===== src/rtl/pipe_scroller.sv =====
// pipe_scroller: spawns one pipe at the right screen edge and scrolls it
// left once per frame. The pipe is cleared once it leaves the left edge.
// A one-cycle pass pulse fires when the right edge crosses the bird column.
// Optional build macro: PIPE_SPEEDUP_EN. When it is defined, the scroll
// speed grows by 1 after every 8th pass, up to 2*SPEED.
module pipe_scroller #(
  parameter int          SCREEN_WIDTH   = 640,
  parameter int          PIPE_WIDTH     = 70,
  parameter int          GAP_HEIGHT     = 120,
  parameter int          GAP_MIN_CENTER = 100,
  parameter int          SPEED          = 2,
  parameter int          SPAWN_DELAY    = 40,
  parameter int          BIRD_X         = 200,
  parameter logic [15:0] SEED           = 16'hACE1
) (
  input  logic        clk,
  input  logic        resetn,
  input  logic        frame_tick,
  input  logic        run,
  input  logic        start,
  output logic [31:0] pipe_reg,
  output logic        pass_pulse,
  output logic        pipe_active
);

  typedef struct packed {
    logic [3:0] rsvd;
    logic [9:0] left;
    logic [8:0] centre;
    logic [8:0] height;
  } pipe_t;

  typedef enum logic [1:0] {IDLE, DELAY, SCROLL} state_t;

  // A spawn delay of 0 behaves like 1, so the counter never underflows.
  localparam logic [15:0] DELAY_LD = (SPAWN_DELAY == 0) ? 16'd1 : 16'(SPAWN_DELAY);
  localparam logic [15:0] TAPS     = 16'hB400;  // x^16 + x^14 + x^13 + x^11

  state_t      state, state_nxt;
  pipe_t       pipe_q, pipe_nxt;
  logic [15:0] cnt_q, cnt_nxt;
  logic [15:0] lfsr_q;
  logic        pass_nxt;
  logic [9:0]  speed;
  logic [9:0]  left_new;
  logic [10:0] right_old, right_new;
  logic        upd;

  assign upd       = frame_tick & run;
  assign left_new  = pipe_q.left - speed;
  assign right_old = {1'b0, pipe_q.left} + 11'(PIPE_WIDTH);
  assign right_new = {1'b0, left_new} + 11'(PIPE_WIDTH);
  assign pipe_reg  = pipe_q;

  // Free-running Galois LFSR. It ignores run and state, so the gap
  // position depends on when the player starts the game.
  always_ff @(posedge clk) begin
    if (!resetn) lfsr_q <= SEED;
    else         lfsr_q <= {1'b0, lfsr_q[15:1]} ^ (lfsr_q[0] ? TAPS : 16'h0);
  end

`ifdef PIPE_SPEEDUP_EN
  localparam logic [9:0] SPEED_MAX = 10'(2 * SPEED);
  logic [2:0] pass_cnt;

  // Speed ramp: add 1 after every 8th pass, saturating at 2*SPEED.
  always_ff @(posedge clk) begin
    if (!resetn || start) begin
      speed    <= 10'(SPEED);
      pass_cnt <= '0;
    end else if (pass_nxt) begin
      pass_cnt <= pass_cnt + 3'd1;
      if (pass_cnt == 3'd7 && speed < SPEED_MAX) speed <= speed + 10'd1;
    end
  end
`else
  assign speed = 10'(SPEED);
`endif

  // Next-state logic. start wins over frame updates; run low freezes
  // everything except the LFSR.
  always_comb begin
    state_nxt = state;
    pipe_nxt  = pipe_q;
    cnt_nxt   = cnt_q;
    pass_nxt  = 1'b0;
    if (start) begin
      state_nxt = DELAY;
      pipe_nxt  = '0;
      cnt_nxt   = DELAY_LD;
    end else if (upd) begin
      case (state)
        DELAY: begin
          cnt_nxt = cnt_q - 16'd1;
          if (cnt_q <= 16'd1) begin
            state_nxt       = SCROLL;
            pipe_nxt.rsvd   = '0;
            pipe_nxt.left   = 10'(SCREEN_WIDTH);
            pipe_nxt.centre = 9'(GAP_MIN_CENTER) + 9'(lfsr_q[7:0]);
            pipe_nxt.height = 9'(GAP_HEIGHT);
          end
        end
        SCROLL: begin
          if (pipe_q.left < speed) begin
            // The pipe is off-screen: clear it and restart the delay. No pass is signalled here.
            state_nxt = DELAY;
            pipe_nxt  = '0;
            cnt_nxt   = DELAY_LD;
          end else begin
            pipe_nxt.left = left_new;
            pass_nxt      = (right_old >= 11'(BIRD_X)) && (right_new < 11'(BIRD_X));
          end
        end
        default: ;
      endcase
    end
  end

  // Registered state and outputs. Outputs change one clk after the qualifying edge.
  always_ff @(posedge clk) begin
    if (!resetn) begin
      state       <= IDLE;
      pipe_q      <= '0;
      cnt_q       <= '0;
      pass_pulse  <= 1'b0;
      pipe_active <= 1'b0;
    end else begin
      state       <= state_nxt;
      pipe_q      <= pipe_nxt;
      cnt_q       <= cnt_nxt;
      pass_pulse  <= pass_nxt;
      pipe_active <= (state_nxt == SCROLL);
    end
  end

endmodule


===== config.mk =====
export PLATFORM = sky130hd
export DESIGN_NAME = pipe_scroller
export DESIGN_NICKNAME = d
export VERILOG_FILES = /design/src/rtl/pipe_scroller.sv
export SDC_FILE = /design/constraint.sdc
export NUM_CORES = 1
export LEC_CHECK = 0
export CAP_MARGIN = 0
export CELL_PAD_IN_SITES_DETAIL_PLACEMENT = 0
export CELL_PAD_IN_SITES_GLOBAL_PLACEMENT = 2
export CORE_ASPECT_RATIO = 0.7
export CORE_MARGIN = 2
export CORE_UTILIZATION = 36
export DETAILED_ROUTE_END_ITERATION = 8
export GPL_TIMING_DRIVEN = 0
export HOLD_SLACK_MARGIN = 0.12
export PLACE_DENSITY_LB_ADDON = 0.1
export SLEW_MARGIN = 20
export SYNTH_ARGS = -nofsm -noshare
export SYNTH_HDL_FRONTEND = slang
export SYNTH_SLANG_ARGS = --single-unit
export TNS_END_PERCENT = 5

===== constraint.sdc =====
create_clock -name clk -period 6.4 [get_ports clk]
set_input_delay 0.64 -clock clk [delete_from_list [all_inputs] [get_ports clk]]
set_output_delay 0.64 -clock clk [all_outputs]
set_load 0.1 [all_outputs]

==> impl_metrics.json, run 1 <==
{
  "place_inst": 516,
  "yosysTopAreaCellShare_pct": 35.5,
  "htree_levels": 2,
  "path_clk_slew_ps": 80,
  "grt_pass1_wl_um": 12800,
  "synth_edf_count": 0,
  "final_util_pct": 44.0,
  "place_area_mm2": 0.00355,
  "cts_made_buffers": 5,
  "design_area_mm2": 0.00370,
  "criticalPathCategory": "reg2reg",
  "cp_max_fo": 10,
  "ios": 39,
  "worst_path_most_repeated_cell": "clkbuf_1",
  "whs_path_depth": 1,
  "min_to": "lfsr_q[7]$_SDFF_PN1_",
  "antenna_found_initial": 0,
  "maxCapViolCount": 0,
  "hold_buffers": 0,
  "place.gp.congestion": 0.799,
  "clock.fmax_mhz": 312,
  "regArea_mm2": 0.00110,
  "num_vias": 2624,
  "rsz0062_at_grt": "false",
  "synth_area_leaders": "dfxtp_1 (36%), nor2_1 (5.3%), a21oi_1 (4.2%), buf_4 (3.4%), xor2_1 (3.4%)",
  "placement_rows": 28,
  "worstPathArrival_ps": 3410,
  "irDropWorstVdd_mv": 0.112,
  "first_iter_violations": 129,
  "synth-main-ff-cell": "dfxtp_1",
  "period_share_pct": 50.0,
  "synth_most_common_cell": "dfxtp_1",
  "fin_cells": 524,
  "worstRegToRegCells": 10,
  "vias_per_cell": 5.01,
  "antenna_cells": 0,
  "start_kind": "register",
  "first_pass_iters": 4,
  "overflow": 0,
  "finClkSkew_ps": 8.11,
  "port_buffers": 28,
  "fp.dieH_um": 81.6,
  "initial_utilization_pct": 36.9,
  "hold_start": "lfsr_q[8]$_SDFF_PN0_",
  "setup_viol_count_final": 0,
  "grt_max_degree": 21,
  "cts_setup_buffers": 0,
  "avgSynthCellArea_um2": 8.29,
  "status": "finished clean",
  "r2r_start": "pipe_reg[19]$_SDFFE_PP0P_",
  "cts_buffer_depth": 2,
  "drive_above_1_share_pct": 9.07,
  "r2r_end": "pass_pulse$_SDFF_PP0_",
  "critical_path.max_stage_delay_ps": 470,
  "grt_pass1_vias": 2481,
  "async_reset_ff_share_pct": 0,
  "coreArea_mm2": 0.00841,
  "largest_reg_flops": 19,
  "timing.slew.headroom_pct": 33.3,
  "drc": 0,
  "hold_viol": 0,
  "path_cells": "clkbuf_1, inv_1, ha_1, clkbuf_1, nor3b_1, a22oi_1, and4b_1, o32ai_1, a211oi_1, a2111oi_4",
  "dieArea_mm2": 0.00938,
  "syn_to_final_growth_pct": 19.4,
  "tightest_slew_ps": 998,
  "synthCells": 374,
  "clkLatencyLatePin_ps": 300,
  "fin_nets": 430,
  "cts_tree": "built",
  "r2r_slack_ps": 3200,
  "period_needed_ps": 3200,
  "cts_sinks": 55,
  "hold_class": "reg2reg",
  "nFillCells": 876,
  "multiInputGateArea_mm2": 0.00179,
  "grt_usage_pct": 17.5,
  "synth_largest_area_cell": "dfxtp_1",
  "power_leakage_nw": 1.39,
  "syn_area_mm2": 0.00310,
  "crit_path_top_delay_cell": "dfxtp_1",
  "yosysSeqAreaShare_pct": 35.5,
  "drv_slew": 0,
  "post_drt_wl_per_cell_um": 14.5,
  "ant_nets": 0,
  "cts_repair_resize_count": 0,
  "p_per_area_mw_per_mm2": 199,
  "crit_path_start": "pipe_reg[19]$_SDFFE_PP0P_",
  "clock-root-buffer": "clkbuf_16",
  "synthTopCellsByCount": "dfxtp_1 (55), nor2_1 (44), a21oi_1 (26)",
  "cp.required_ps": 6610,
  "setup_tns_ps": 0,
  "crit_path_end_kind": "register",
  "synth_seq_cells": 55,
  "hold_slack_ps": 413,
  "synth_cell_types": 64,
  "wl_um": 7580,
  "dp_hpwl_um": 5770,
  "ys_warn_count": 0,
  "die_x_um": 115
}
==> placed cells by master, fill, tap and decap left out, drive strengths merged, types with 3 or more instances in the layout <==
cell / netlist / layout
a211oi: 3 / 3
a21oi: 26 / 26
a22oi: 8 / 8
and2: 14 / 14
and3b: 3 / 3
buf: 20 / 20
clkbuf: 14 / 19
clkdlybuf4s50: 0 / 28
conb: 1 / 10
dfxtp: 55 / 55
ha: 7 / 7
inv: 10 / 12
nand2: 20 / 20
nand2b: 12 / 12
nand3: 7 / 7
nand3b: 4 / 4
nor2: 45 / 45
nor3: 14 / 14
nor3b: 5 / 5
nor4: 4 / 4
o21ai: 20 / 20
o21bai: 3 / 3
or2: 3 / 3
or3: 9 / 9
or4: 5 / 5
xnor2: 10 / 10
xor2: 12 / 12
==> metal layers <==
layer  track usage [%]  share of wire, %
met5                 0                 0
met4              4.34              0.50
met3              4.35               4.6
met2              23.0                37
met1              27.6                58
==> logic make-up (layout without fill, tap and decap cells) <==
group | Yosys count | count (layout) | share of synthesized area (%)
adder cells (fa/ha/maj) | 7 | 7 | 2.82
AO/OA/AOI/OAI | 84 | 84 | 17.9
buffers and inverters | 44 | 80 | 7.87
other | 1 | 10 | 0.121
XOR/XNOR | 22 | 22 | 6.21
multiplexers | 1 | 1 | 0.323
flip-flops | 55 | 55 | 35.5
AND/OR/NAND/NOR | 160 | 160 | 29.3
==> worst max path at each step <==
stage          depth (start not counted)                     to  slack (ps)
6_report                              10  pass_pulse$_SDFF_PP0_        3200
2_1_floorplan                          9  pass_pulse$_SDFF_PP0_        3160
3_5_place_dp                          10  pass_pulse$_SDFF_PP0_        3280
5_1_grt                               10  pass_pulse$_SDFF_PP0_        2950
3_3_place_gp                          10  pass_pulse$_SDFF_PP0_        3270
4_1_cts                               10  pass_pulse$_SDFF_PP0_        3240
==> power breakdown <==
group          internal (mW)  switching, mW  leakage (nW)  total (mW)
clock network          0.152          0.135        0.0778       0.287
registers              0.352        0.00704         0.449       0.359
logic                 0.0279         0.0642         0.864      0.0921
==> critical path, delay by kind of cell (launching register included) <==
family / cells / cell delay (ps)
buffers and inverters: 3 / 770
AO/OA/AOI/OAI: 4 / 990
flip-flops: 1 / 470
adder cells (fa/ha/maj): 1 / 310
AND/OR/NAND/NOR: 2 / 580
==> area by class of cell <==
type                            count  share of cell area [%]
Clock buffer                        5                    3.38
Buffer                             34                    5.58
Tap cell                          105                    3.55
Inverter                           10                    1.01
Timing Repair Buffer               28                    7.57
Multi-Input combinational cell    284                    48.3
Clock inverter                      3                   0.845
Sequential cell                    55                    29.7
==> through the flow <==
| step | setup WS [ps] | power, mW |
|---|---|---|
| after CTS | 3240 | 0.751 |
| final | 3200 | 0.738 |
| after detailed placement | 3280 | 0.460 |
| after global routing | 2950 | 0.770 |
| after global placement | 3270 | 0.459 |
| after floorplan | 3160 | 0.442 |
Power figures use the tool's default switching activity.
==> run 2, diff against run 1 <==
--- a/config.mk
+++ b/config.mk
@@ -10,7 +10,7 @@
 export CELL_PAD_IN_SITES_GLOBAL_PLACEMENT = 2
 export CORE_ASPECT_RATIO = 0.7
 export CORE_MARGIN = 2
-export CORE_UTILIZATION = 36
+export CORE_UTILIZATION = 33
 export DETAILED_ROUTE_END_ITERATION = 8
 export GPL_TIMING_DRIVEN = 0
 export HOLD_SLACK_MARGIN = 0.12
==> constraint.sdc (replaced) <==
create_clock -name clk -period 3.3 [get_ports clk]
set_input_delay 0.33 -clock clk [delete_from_list [all_inputs] [get_ports clk]]
set_output_delay 0.33 -clock clk [all_outputs]
set_load 0.1 [all_outputs]
==> run 2 against run 1 <==
  * Global-route usage decreased by 1.4 points
  * Sequential cell count unchanged
  * Hold slack improved by 5.4 ps
  * Via count increased by 1.8%
  * Count of clock-buffer cells in the layout unchanged
  * Register-to-register slack got worse by 2900 ps
  * Total power increased by 93%
  * Utilization decreased by 3.1 points
  * Cell area increased by 0.61%
  * Clock power increased by 93%
  * First-iteration DRC count decreased by 1.6%
  * Wire length increased by 3.2%
  * Critical endpoint unchanged
  * Largest cell class unchanged
  * Largest power group unchanged
==> impl_metrics.json, run 2 (synthesis results as in run 1) <==
{
  "status": "finished clean",
  "wl_um": 7820,
  "hold_viol": 0,
  "cts_sinks": 55,
  "criticalPathCategory": "reg2reg",
  "period_needed_ps": 3030,
  "final_util_pct": 40.9,
  "clock.fmax_mhz": 330,
  "cp.required_ps": 3500,
  "drv_slew": 0,
  "p_per_area_mw_per_mm2": 383,
  "placement_rows": 29,
  "totalPowerFinal_mw": 1.43,
  "die_x_um": 120,
  "post_drt_wl_per_cell_um": 14.4,
  "cp_max_fo": 10,
  "period_share_pct": 91.9,
  "p_seq_share_pct": 48.8,
  "grt_pass1_wl_um": 13000,
  "place.gp.congestion": 0.748,
  "p_sw_share_pct": 28.1,
  "grt_max_degree": 20,
  "power_leakage_nw": 1.39,
  "p_switching_mw": 0.401,
  "antenna_found_initial": 0,
  "start_kind": "register",
  "first_pass_iters": 4,
  "ant_nets": 0,
  "grt_usage_pct": 16.1,
  "drc": 0,
  "path_clk_slew_ps": 80,
  "intPower_mw": 1.03,
  "crit_path_end_kind": "register",
  "clock-root-buffer": "clkbuf_16",
  "initial_utilization_pct": 34.0,
  "finClkSkew_ps": 5.79,
  "clkLatencyLatePin_ps": 300,
  "cts_buffer_depth": 2,
  "crit_path_start": "pipe_reg[19]$_SDFFE_PP0P_",
  "combPwrFrac_pct": 12.5,
  "dieArea_mm2": 0.0102,
  "cts_made_buffers": 5,
  "worstPathArrival_ps": 3230,
  "port_buffers": 28,
  "crit_end": "pass_pulse$_SDFF_PP0_",
  "most-common-layout-cells": "dfxtp_1 (55), nor2_1 (44), clkdlybuf4s50_1 (28)",
  "hold_buffers": 0,
  "vias_per_cell": 4.92,
  "antenna_cells": 0,
  "dp_hpwl_um": 5880,
  "htree_levels": 2,
  "largest_reg_flops": 19,
  "tightest_slew_ps": 1000,
  "setup_viol_count_final": 0,
  "coreArea_mm2": 0.00911,
  "irDropWorstVdd_mv": 0.233,
  "syn_to_final_growth_pct": 20.1,
  "fp.dieH_um": 85.1,
  "maxCapViolCount": 0,
  "cts_tree": "built",
  "timing.slew.headroom_pct": 33.1,
  "pwr-share-clk_pct": 38.7,
  "first_iter_violations": 127,
  "setup_tns_ps": 0,
  "cts_setup_buffers": 0,
  "r2r_end": "pass_pulse$_SDFF_PP0_",
  "hold_class": "reg2reg",
  "r2r_slack_ps": 270,
  "rsz0062_at_grt": "false",
  "num_vias": 2671,
  "overflow": 0,
  "fin_nets": 430,
  "grt_pass1_vias": 2548,
  "drive_above_1_share_pct": 9.31,
  "worstRegToRegCells": 10,
  "r2r_start": "pipe_reg[19]$_SDFFE_PP0P_",
  "final_common_cell": "dfxtp_1",
  "ios": 39
}
[run 2: cell count changes in the layout (fill, tap and decap cells not counted)]
cell	delta
clkinv_4	+1
clkbuf_2	+1
inv_8	-1
clkbuf_1	-1
[run 2: layout make-up]
cell class              count  area, µm²
multi-input cells         284       1790
clock inverters             3       28.8
inverters                  10       37.5
clock buffers               5        125
plain buffers              34        208
well taps                 124        155
flip-flops and latches     55       1100
fillers                   934       5380
repair buffers             28        280
[run 2: power groups by stage]
| stage | registers, mW | logic [mW] | clock network [mW] |
|---|---|---|---|
| final | 0.697 | 0.178 | 0.553 |
| after global routing | 0.700 | 0.194 | 0.599 |
| after CTS | 0.697 | 0.179 | 0.574 |
| after detailed placement | 0.713 | 0.178 | 0 |
| after global placement | 0.713 | 0.178 | 0 |
| after floorplan | 0.719 | 0.138 | 0 |
[run 2: layer usage]
metal	wire [µm]	vias up	track usage (%)
li1	-	1387	-
met1	4450	1221	25.5
met2	2900	56	21.7
met3	400	7	3.56
met4	68	0	4.17
met5	0	-	0
[run 2: metrics by stage]
stage / area, µm² / std cells / hold WS (ps) / setup WS (ps)
5_1_grt: 3720 / 543 / 439 / 18.0
4_1_cts: 3720 / 543 / 426 / 126
6_report: 3720 / 543 / 419 / 268
3_5_place_dp: 3570 / 535 / 404 / 148
2_1_floorplan: 3130 / 383 / 386 / 58.4
3_3_place_gp: 3570 / 535 / 398 / 127
[run 2: how the worst min path moves through the flow]
stage                                       end  depth (start not counted)             startpoint
after CTS                  lfsr_q[7]$_SDFF_PN1_                          1   lfsr_q[8]$_SDFF_PN0_
after global routing       lfsr_q[7]$_SDFF_PN1_                          1   lfsr_q[8]$_SDFF_PN0_
final                      lfsr_q[7]$_SDFF_PN1_                          1   lfsr_q[8]$_SDFF_PN0_
after floorplan           lfsr_q[11]$_SDFF_PN1_                          1  lfsr_q[12]$_SDFF_PN0_
after detailed placement   lfsr_q[7]$_SDFF_PN1_                          1   lfsr_q[8]$_SDFF_PN0_
after global placement     lfsr_q[7]$_SDFF_PN1_                          1   lfsr_q[8]$_SDFF_PN0_
[run 2: what timing repair did]
item,CTS,global route
hold endpoints to repair,0,0
gates resized for setup,0,2
endpoints found under the setup margin,0,1
[run 2: critical path, stage by stage, from the launching register on]
cell	delay, ps
dfxtp_1	480
clkbuf_2	270
inv_1	80
ha_1	290
clkbuf_1	280
nor3b_1	310
a22oi_1	130
and4b_1	250
o32ai_1	330
a211oi_1	170
a2111oi_4	350
